### src/rtl/bomb_pkg.sv
// Shared types and colours for the bomb stage panel: stage states, the RGB332 pixel
// struct and the fixed palette.
package bomb_pkg;

  typedef enum logic [1:0] {
    IDLE     = 2'd0,
    ARMED    = 2'd1,
    DEFUSED  = 2'd2,
    EXPLODED = 2'd3
  } stage_state_t;

  typedef struct packed {
    logic [2:0] r;
    logic [2:0] g;
    logic [1:0] b;
  } rgb332_t;

  localparam rgb332_t C_BLACK = '{r: 3'd0, g: 3'd0, b: 2'd0};
  localparam rgb332_t C_BG    = '{r: 3'd2, g: 3'd2, b: 2'd1};
  localparam rgb332_t C_PANEL = '{r: 3'd5, g: 3'd5, b: 2'd2};
  localparam rgb332_t C_BAR   = '{r: 3'd5, g: 3'd7, b: 2'd1};
  localparam rgb332_t C_OK    = '{r: 3'd0, g: 3'd7, b: 2'd0};
  localparam rgb332_t C_ALERT = '{r: 3'd7, g: 3'd0, b: 2'd0};

endpackage

### src/rtl/bomb_fuse_timer.sv
// Stage FSM with frame-driven countdown and a blink phase generator.
// All counters advance on frame_start only; state_o is the FSM state itself.
module bomb_fuse_timer
  import bomb_pkg::*;
#(
  parameter int FUSE_TICKS      = 15,
  parameter int FRAMES_PER_TICK = 60,
  parameter int BLINK_FRAMES    = 15,
  parameter int TW              = $clog2(FUSE_TICKS + 1)
) (
  input  logic          clk,
  input  logic          rst_n,
  input  logic          frame_start,
  input  logic          arm,
  input  logic          defuse,
  output stage_state_t  state_o,
  output logic [TW-1:0] ticks_left_o,
  output logic          blink_ph_o
);

  localparam int FW  = (FRAMES_PER_TICK > 1) ? $clog2(FRAMES_PER_TICK) : 1;
  localparam int BLW = (BLINK_FRAMES > 1) ? $clog2(BLINK_FRAMES) : 1;

  stage_state_t   state_q, state_d;
  logic [TW-1:0]  ticks_q, ticks_d;
  logic [FW-1:0]  frame_cnt_q, frame_cnt_d;
  logic [BLW-1:0] blink_cnt_q, blink_cnt_d;
  logic           blink_ph_q, blink_ph_d;

  always_comb begin
    state_d     = state_q;
    ticks_d     = ticks_q;
    frame_cnt_d = frame_cnt_q;
    blink_cnt_d = blink_cnt_q;
    blink_ph_d  = blink_ph_q;

    if (frame_start) begin
      if (blink_cnt_q == BLW'(BLINK_FRAMES - 1)) begin
        blink_cnt_d = '0;
        blink_ph_d  = ~blink_ph_q;
      end else begin
        blink_cnt_d = blink_cnt_q + 1'b1;
      end
    end

    case (state_q)
      IDLE: begin
        // Arming restarts both the countdown and the blink phase from a known point.
        if (arm) begin
          state_d     = ARMED;
          ticks_d     = TW'(FUSE_TICKS);
          frame_cnt_d = '0;
          blink_cnt_d = '0;
          blink_ph_d  = 1'b0;
        end
      end
      ARMED: begin
        // Defuse freezes the countdown, so it beats a coincident final tick.
        if (defuse) begin
          state_d = DEFUSED;
        end else if (frame_start) begin
          if (frame_cnt_q == FW'(FRAMES_PER_TICK - 1)) begin
            frame_cnt_d = '0;
            ticks_d     = ticks_q - 1'b1;
            if (ticks_q == TW'(1)) state_d = EXPLODED;
          end else begin
            frame_cnt_d = frame_cnt_q + 1'b1;
          end
        end
      end
      default: ;
    endcase
  end

  always_ff @(posedge clk or negedge rst_n) begin
    if (!rst_n) begin
      state_q     <= IDLE;
      ticks_q     <= TW'(FUSE_TICKS);
      frame_cnt_q <= '0;
      blink_cnt_q <= '0;
      blink_ph_q  <= 1'b0;
    end else begin
      state_q     <= state_d;
      ticks_q     <= ticks_d;
      frame_cnt_q <= frame_cnt_d;
      blink_cnt_q <= blink_cnt_d;
      blink_ph_q  <= blink_ph_d;
    end
  end

  assign state_o      = state_q;
  assign ticks_left_o = ticks_q;
  assign blink_ph_o   = blink_ph_q;

endmodule

### src/rtl/bomb_stage_panel.sv
// Stage panel renderer: per-frame snapshot of the fuse timer plus a one-cycle pixel pipe.
// pix_valid qualifies x/y in the same cycle; there is no back-pressure, so every valid
// pixel yields a colour on pix_valid_out one clock later.
module bomb_stage_panel
  import bomb_pkg::*;
#(
  parameter int XW              = 7,
  parameter int YW              = 7,
  parameter int X0              = 4,
  parameter int Y0              = 4,
  parameter int PW              = 72,
  parameter int PH              = 52,
  parameter int BW              = 4,
  parameter int HDR_H           = 10,
  parameter int FUSE_TICKS      = 15,
  parameter int TICK_PX         = 4,
  parameter int FRAMES_PER_TICK = 60,
  parameter int WARN_TICKS      = 3,
  parameter int BLINK_FRAMES    = 15
) (
  input  logic                              clk,
  input  logic                              rst_n,
  input  logic [XW-1:0]                     x,
  input  logic [YW-1:0]                     y,
  input  logic                              pix_valid,
  input  logic                              frame_start,
  input  logic                              arm,
  input  logic                              defuse,
  output logic [2:0]                        red,
  output logic [2:0]                        green,
  output logic [1:0]                        blue,
  output logic                              pix_valid_out,
  output stage_state_t                      state,
  output logic [$clog2(FUSE_TICKS+1)-1:0]   ticks_left
);

  localparam int TW = $clog2(FUSE_TICKS + 1);
  localparam int CW = ((XW > YW) ? XW : YW) + 1;

  localparam logic [CW-1:0] OX0 = CW'(X0);
  localparam logic [CW-1:0] OX1 = CW'(X0 + PW - 1);
  localparam logic [CW-1:0] OY0 = CW'(Y0);
  localparam logic [CW-1:0] OY1 = CW'(Y0 + PH - 1);
  localparam logic [CW-1:0] IX0 = CW'(X0 + BW);
  localparam logic [CW-1:0] IX1 = CW'(X0 + PW - 1 - BW);
  localparam logic [CW-1:0] IY0 = CW'(Y0 + BW);
  localparam logic [CW-1:0] IY1 = CW'(Y0 + PH - 1 - BW);
  localparam logic [CW-1:0] HX0 = CW'(X0 + BW + 1);
  localparam logic [CW-1:0] HX1 = CW'(X0 + PW - 2 - BW);
  localparam logic [CW-1:0] HY0 = CW'(Y0 + BW + 1);
  localparam logic [CW-1:0] HY1 = CW'(Y0 + BW + HDR_H);

  if (FUSE_TICKS * TICK_PX > PW - 2 * BW - 2) begin : g_fuse_fit_chk
    $error("fuse bar (FUSE_TICKS*TICK_PX) does not fit inside the header");
  end

  stage_state_t  live_state;
  logic [TW-1:0] live_ticks;
  logic          live_blink;

  bomb_fuse_timer #(
    .FUSE_TICKS      (FUSE_TICKS),
    .FRAMES_PER_TICK (FRAMES_PER_TICK),
    .BLINK_FRAMES    (BLINK_FRAMES),
    .TW              (TW)
  ) u_timer (
    .clk          (clk),
    .rst_n        (rst_n),
    .frame_start  (frame_start),
    .arm          (arm),
    .defuse       (defuse),
    .state_o      (live_state),
    .ticks_left_o (live_ticks),
    .blink_ph_o   (live_blink)
  );

  // Snapshot taken at frame_start holds the pre-edge timer view for the whole frame.
  stage_state_t  sh_state_q;
  logic [TW-1:0] sh_ticks_q;
  logic          sh_blink_q;

  always_ff @(posedge clk or negedge rst_n) begin
    if (!rst_n) begin
      sh_state_q <= IDLE;
      sh_ticks_q <= TW'(FUSE_TICKS);
      sh_blink_q <= 1'b0;
    end else if (frame_start) begin
      sh_state_q <= live_state;
      sh_ticks_q <= live_ticks;
      sh_blink_q <= live_blink;
    end
  end

  logic [CW-1:0] xe, ye, bar_end;
  logic          in_outer, in_inner, in_hdr, in_bar, border_alert;
  rgb332_t       pix_c, rgb_d, rgb_q;
  logic          pv_q;

  assign xe      = CW'(x);
  assign ye      = CW'(y);
  assign bar_end = HX0 + CW'(sh_ticks_q) * CW'(TICK_PX);

  assign in_outer = (xe >= OX0) && (xe <= OX1) && (ye >= OY0) && (ye <= OY1);
  assign in_inner = (xe >= IX0) && (xe <= IX1) && (ye >= IY0) && (ye <= IY1);
  assign in_hdr   = (xe >= HX0) && (xe <= HX1) && (ye >= HY0) && (ye <= HY1);
  assign in_bar   = xe < bar_end;

  assign border_alert = (sh_state_q == ARMED) && (sh_ticks_q <= TW'(WARN_TICKS)) && sh_blink_q;

  always_comb begin
    pix_c = C_BG;
    if (!in_outer) begin
      pix_c = C_BG;
    end else if (!in_inner) begin
      pix_c = border_alert ? C_ALERT : C_BLACK;
    end else if (in_hdr) begin
      case (sh_state_q)
        DEFUSED:  pix_c = C_OK;
        EXPLODED: pix_c = C_BG;
        default:  pix_c = in_bar ? C_BAR : C_BG;
      endcase
    end else begin
      pix_c = (sh_state_q == EXPLODED) ? C_ALERT : C_PANEL;
    end
  end

  assign rgb_d = pix_valid ? pix_c : C_BLACK;

  always_ff @(posedge clk or negedge rst_n) begin
    if (!rst_n) begin
      rgb_q <= C_BLACK;
      pv_q  <= 1'b0;
    end else begin
      rgb_q <= rgb_d;
      pv_q  <= pix_valid;
    end
  end

  assign red           = rgb_q.r;
  assign green         = rgb_q.g;
  assign blue          = rgb_q.b;
  assign pix_valid_out = pv_q;
  assign state         = live_state;
  assign ticks_left    = live_ticks;

endmodule

### config.mk
export PLATFORM = sky130hd
export DESIGN_NAME = bomb_stage_panel
export DESIGN_NICKNAME = d
export VERILOG_FILES = /design/src/rtl/bomb_pkg.sv /design/src/rtl/bomb_fuse_timer.sv /design/src/rtl/bomb_stage_panel.sv
export SDC_FILE = /design/constraint.sdc
export NUM_CORES = 1
export LEC_CHECK = 0
export ABC_AREA = 0
export BUFFER_PORTS_ARGS = -buffer_cell sky130_fd_sc_hd__buf_2
export CAP_MARGIN = 0
export CORE_MARGIN = 1.5
export CORE_UTILIZATION = 50
export DETAILED_ROUTE_END_ITERATION = 6
export HOLD_SLACK_MARGIN = 0.06
export PLACE_DENSITY = 0.74
export SLEW_MARGIN = 10
export SYNTH_ARGS = -nofsm -noshare
export SYNTH_HDL_FRONTEND = slang
export SYNTH_SLANG_ARGS = --single-unit
### constraint.sdc
create_clock -name clk -period 4.78 [get_ports clk]
set_clock_uncertainty 0.15 [all_clocks]
set_input_delay 0.239 -clock clk [delete_from_list [all_inputs] [get_ports clk]]
set_output_delay 0.239 -clock clk [all_outputs]
set_load 0.01 [all_outputs]
==> impl_metrics.ini, run 1 <==
[timing]
setup_slack_ns = 2.41
period_needed_ns = 2.37
slew_headroom = 0.435
fin_setup_tns_ns = 0
worst_pin_slew_ns = 0.846
fmax_mhz = 422
finalCritPeriodShare = 0.496
setup_viol_count_final = 0
final_hold_viol_count = 0
final_max_slew_viol_count = 0
hold_ws_ns = 0.0832
rsz0062_at_grt = false

[route]
final_antenna_net_count = 0
routed_wl_mm = 3.39
vias = 1411
viasPerCell = 5.41
first_pass_iters = 4
routedWlPerCell_um = 13.0
drtIter0Drc = 55
drc = 0

[yosys]
ys_ff_latch = 31
synthFlopType = dfrtp_1
synth_seq_area_share = 0.448
synthCells = 176
synth.distinct_cells = 44
syn_area_um2 = 1760
yosysMostFrequentCell = dfrtp_1
synth_area_leaders = dfrtp_1, dfstp_2, ha_1
synth_top_area_cell = dfrtp_1
synth.top_cell.area_share = 0.328
synthArstFlopShare = 1.00
ys_warn_count = 0
synth_common_cells = dfrtp_1, nor2_1, nand3_1
syn_area_per_cell_um2 = 9.97
syn-num-nets = 205
synth_edf_count = 0

[die]
die_x_um = 62.3
die_h_um = 62.3
fp.coreArea_um2 = 3360
start_util = 0.522
dieArea_um2 = 3880
rows = 21
ios = 35

[global_routing]
use_met1 = 0.222
antenna_found_initial = 0
track_usage = 0.196
grt_pass1_wl_mm = 6.09
grt_max_degree = 32
grt_pass1_vias = 1464
grt_use_met2 = 0.340
grt-ovfl-total = 0
grtUsageMet3 = 0.0543
busiest_layer = met2

[clock_tree]
cts.sinks = 31
cts_tree = built
clkLatencyLatePin_ns = 0.32
cts_max_path_buffers = 2
cts_root_buffer = clkbuf_4
cts_hold_buf = 3
clk_pin_slew_ns = 0.09
ctsHtreeMaxLevel = 2
cts_buffers = 5
cts_setup_buffers = 0
cts_resized = 0

[placed_design]
gp_congestion = 0.818
dpl.hpwl_mm = 2.58
io_buffer_count = 34
place_ws_ns = 2.43

[worst_setup_path]
endpoint_kind = register
crit_required_ns = 4.84
critPathArrivalTime_ns = 2.43
crit_fanout = 4
start_kind = register
criticalPathCategory = register to register

[power_and_ir_drop]
power.total_mw = 0.771
cellPowerDensity_nw_per_um2 = 381
leakage_nw = 0.944
peakVddDrop_mv = 0.166

[finish]
syn2layout_area_growth_pct = 15.3
final_layout_size_suffix_gt1_frac = 0.284
diodes = 0
final_core_util = 0.602
nNetsFinal = 243

[job]
max-cap-violations = 0

[outcome]
outcome = completed

[hold_path]
min_path_type = input port to register
[area by class of cell]
class | instances | area, um2
inverters | 9 | 33.8
repair buffers | 37 | 200
multi-input cells | 130 | 898
flip-flops and latches | 31 | 786
well taps | 46 | 57.6
clock buffers | 8 | 48.8
fillers | 310 | 1340
[state kept, by name, summed over array words and instances, names as in the netlist]
signal and cells:
red 2, u_timer.frame_cnt_q 6, sh_blink_q 1, u_timer.state_o 2
u_timer.blink_ph_o 1, blue 2, pix_valid_out 1, u_timer.blink_cnt_q 4
sh_state_q 2, u_timer.ticks_left_o 4, sh_ticks_q 4, green 2
[cells by family (layout without fill, tap and decap cells)]
group           Yosys count  count (layout)  synth area share
fa+ha+maj                 9               9            0.0641
simple gates             67              67             0.197
compound gates           37              37             0.157
mux                       7               7            0.0435
flops                    31              31             0.448
buf+inv                  15              54            0.0406
xor+xnor                 10              10            0.0499
[where the power goes]
group	internal, mW	switching (mW)
registers	0.334	0.0728
clock network	0.0585	0.0794
logic	0.111	0.115
[cell usage in the layout (no fill, tap or decap), types with 6 or more instances in the layout]
cell type,instances
dfrtp_1,23
dfstp_2,8
o21ai_0,6
nand2_1,9
ha_1,9
nand3_1,12
a21oi_1,9
nor2_1,19
nor3_1,7
inv_1,9
buf_2,34
[per-layer routing]
layer	part of all wire	vias to the layer above
met5	0	-
met4	0.014	0
li1	-	704
met3	0.059	6
met2	0.49	42
met1	0.44	659
[worst paths after layout]
path,startpoint,to,slack (ns),cells after the start
setup / recovery,sh_ticks_q[1],red[1],2.41,8
hold / removal,arm,u_timer.state_o[0],0.08,3
setup reg to reg,sh_ticks_q[1],red[1],2.41,8
hold reg to reg,sh_ticks_q[0],sh_ticks_q[0],0.34,2
max in group asynchronous,rst_n,u_timer.blink_cnt_q[0],3.71,2
min in group asynchronous,rst_n,u_timer.frame_cnt_q[2],0.33,2
[stage by stage]
stage	cell area [um2]	instances
4_1_cts	2020	261
2_1_floorplan	1760	176
6_report	2020	261
5_1_grt	2020	261
3_5_place_dp	1950	250
3_3_place_gp	1950	250
[worst max-delay path, cell delays in order, from the launching register on]
cell and delay [ns]:
dfstp_2 0.57, ha_1 0.17, xnor2_1 0.12, ha_1 0.27, a21o_1 0.18, a211o_1 0.31, o22ai_1 0.15, mux2i_1 0.12
o211a_1 0.22
(Power assumes the default switching activity.)
==> run 2, diff against run 1 <==
clock period = 2.2 ns   (was 4.78 ns; I/O delays follow)
==> impl_metrics.ini, run 2 (synthesis gave the netlist of run 1 again) <==
[worst_setup_path]
r2r_start = sh_ticks_q[1]
r2r_end = red[1]
crit_fanout = 2
crit_chain = ha_4, xnor2_2, ha_1, a21o_1, a211o_1, o22ai_1, mux2i_1, o211a_1
start_kind = register
cp-startpoint = sh_ticks_q[1]
crit_required_ns = 2.27
criticalPathCategory = register to register
ff2ff_setup_slack_ns = 0.001
worstSetupEndpoint = red[1]
reg2reg_depth = 8
endpoint_kind = register
slowest_delay_ns = 0.57
critPathArrivalTime_ns = 2.27
crit_path_top_delay_cell = dfstp_2

[finish]
seq_area_um2 = 786
diodes = 0
largest_reg_flops = 6
nNetsFinal = 251
fill_cells = 296
final_layout_size_suffix_gt1_frac = 0.323
multi_input_area_um2 = 921
syn2layout_area_growth_pct = 21.0
most-common-layout-cells = buf_2, dfrtp_1, nor2_1
final_cells = 269
regMostFlops = u_timer.frame_cnt_q
layout_commonest_cell = buf_2

[timing]
period_needed_ns = 2.20
finalCritPeriodShare = 0.999
slew_headroom = 0.550
fmax_mhz = 455
setup_viol_count_final = 0
worst_pin_slew_ns = 0.675
final_max_slew_viol_count = 0
fin_setup_tns_ns = 0
rsz0062_at_grt = true
final_hold_viol_count = 0

[route]
first_pass_iters = 4
routed_wl_mm = 3.61
routedWlPerCell_um = 13.4
viasPerCell = 5.51
final_antenna_net_count = 0
drtIter0Drc = 52
drc = 0
vias = 1483

[outcome]
outcome = completed

[placed_design]
dpl.cell_count = 256
gp_congestion = 0.840
dpl.hpwl_mm = 2.67
io_buffer_count = 34

[clock_tree]
cts_root_buffer = clkbuf_4
cts.sinks = 31
cts_tree = built
cts_max_path_buffers = 2
clkLatencyLatePin_ns = 0.32
cts_buffers = 5
ctsHtreeMaxLevel = 2
cts_setup_buffers = 0
clk_pin_slew_ns = 0.10

[power_and_ir_drop]
cellPowerDensity_nw_per_um2 = 837
clkPwrFrac = 0.188
peakVddDrop_mv = 0.456
switching_share = 0.342
internal_power_mw = 1.17
seq_power_share = 0.499
p_comb_frac = 0.313
leakage_nw = 0.996
p_switching_mw = 0.609

[global_routing]
grt_pass1_vias = 1519
grt_max_degree = 32
track_usage = 0.197
grt_pass1_wl_mm = 6.09
antenna_found_initial = 0
grt-ovfl-total = 0

[die]
rows = 21
dieArea_um2 = 3880
die_h_um = 62.3
fp.coreArea_um2 = 3360
start_util = 0.522
die_x_um = 62.3
ios = 35

[job]
max-cap-violations = 0

[hold_path]
min_path_type = input port to register
[run 2: layout make-up]
type	instances	area share
clock inverter	1	0.00236
clock buffer	7	0.0259
timing repair buffer	45	0.125
multi-input combinational	130	0.434
tap	46	0.0271
inverter	9	0.0159
sequential	31	0.370
[run 2: power groups by stage]
stage / Clock [mW] / Combinational, mW / Sequential (mW)
after floorplan: 0 / 0.357 / 0.861
after global placement: 0 / 0.493 / 0.871
after detailed placement: 0 / 0.522 / 0.884
after CTS: 0.349 / 0.547 / 0.881
after global routing: 0.376 / 0.632 / 0.904
final: 0.334 / 0.557 / 0.886
[run 2: what timing repair did]
item	4_1_cts	5_1_grt
hold endpoints to repair	32	0
pin swaps	4	1
hold buffers	5	0
setup endpoints to repair	3	3
gates resized for setup	2	2
[run 2: through the flow]
stage / utilization / setup WS (ns) / instance area, um2 / power (mW) / hold WS, ns
after floorplan: - / 0.0221 / 1760 / 1.22 / -0.336
after global placement: 0.592 / -0.0167 / 1990 / 1.36 / 0.0284
after detailed placement: 0.592 / -0.0843 / 1990 / 1.41 / 0.0375
after CTS: 0.628 / 0.00735 / 2110 / 1.78 / 0.0648
after global routing: 0.631 / -0.0917 / 2120 / 1.91 / 0.105
final: 0.631 / 0.00122 / 2120 / 1.78 / 0.0713
[run 2: critical path, delay by kind of cell (launching register included)]
| kind | cells | cell delay (ns) |
|---|---|---|
| AO/OA/AOI/OAI | 4 | 0.78 |
| flip-flops | 1 | 0.57 |
| adder cells (fa/ha/maj) | 2 | 0.41 |
| multiplexers | 1 | 0.11 |
| XOR/XNOR | 1 | 0.10 |
[run 2: worst min path at each step]
stage | from | end | slack, ns | cells past startpoint
floorplan | rst_n | blue[0] | -0.34 | 0
finish | frame_start | sh_ticks_q[0] | 0.07 | 3
detailed placement | rst_n | blue[0] | 0.04 | 1
CTS | frame_start | sh_ticks_q[0] | 0.06 | 3
global placement | rst_n | green[1] | 0.03 | 1
global route | frame_start | sh_ticks_q[0] | 0.11 | 3
[run 2: per-layer routing]
layer | track usage | vias up | share of wire
met5 | 0 | - | 0
li1 | - | 721 | -
met1 | 0.208 | 707 | 0.42
met3 | 0.0507 | 4 | 0.057
met2 | 0.368 | 51 | 0.52
met4 | 0.0861 | 0 | 0.0072
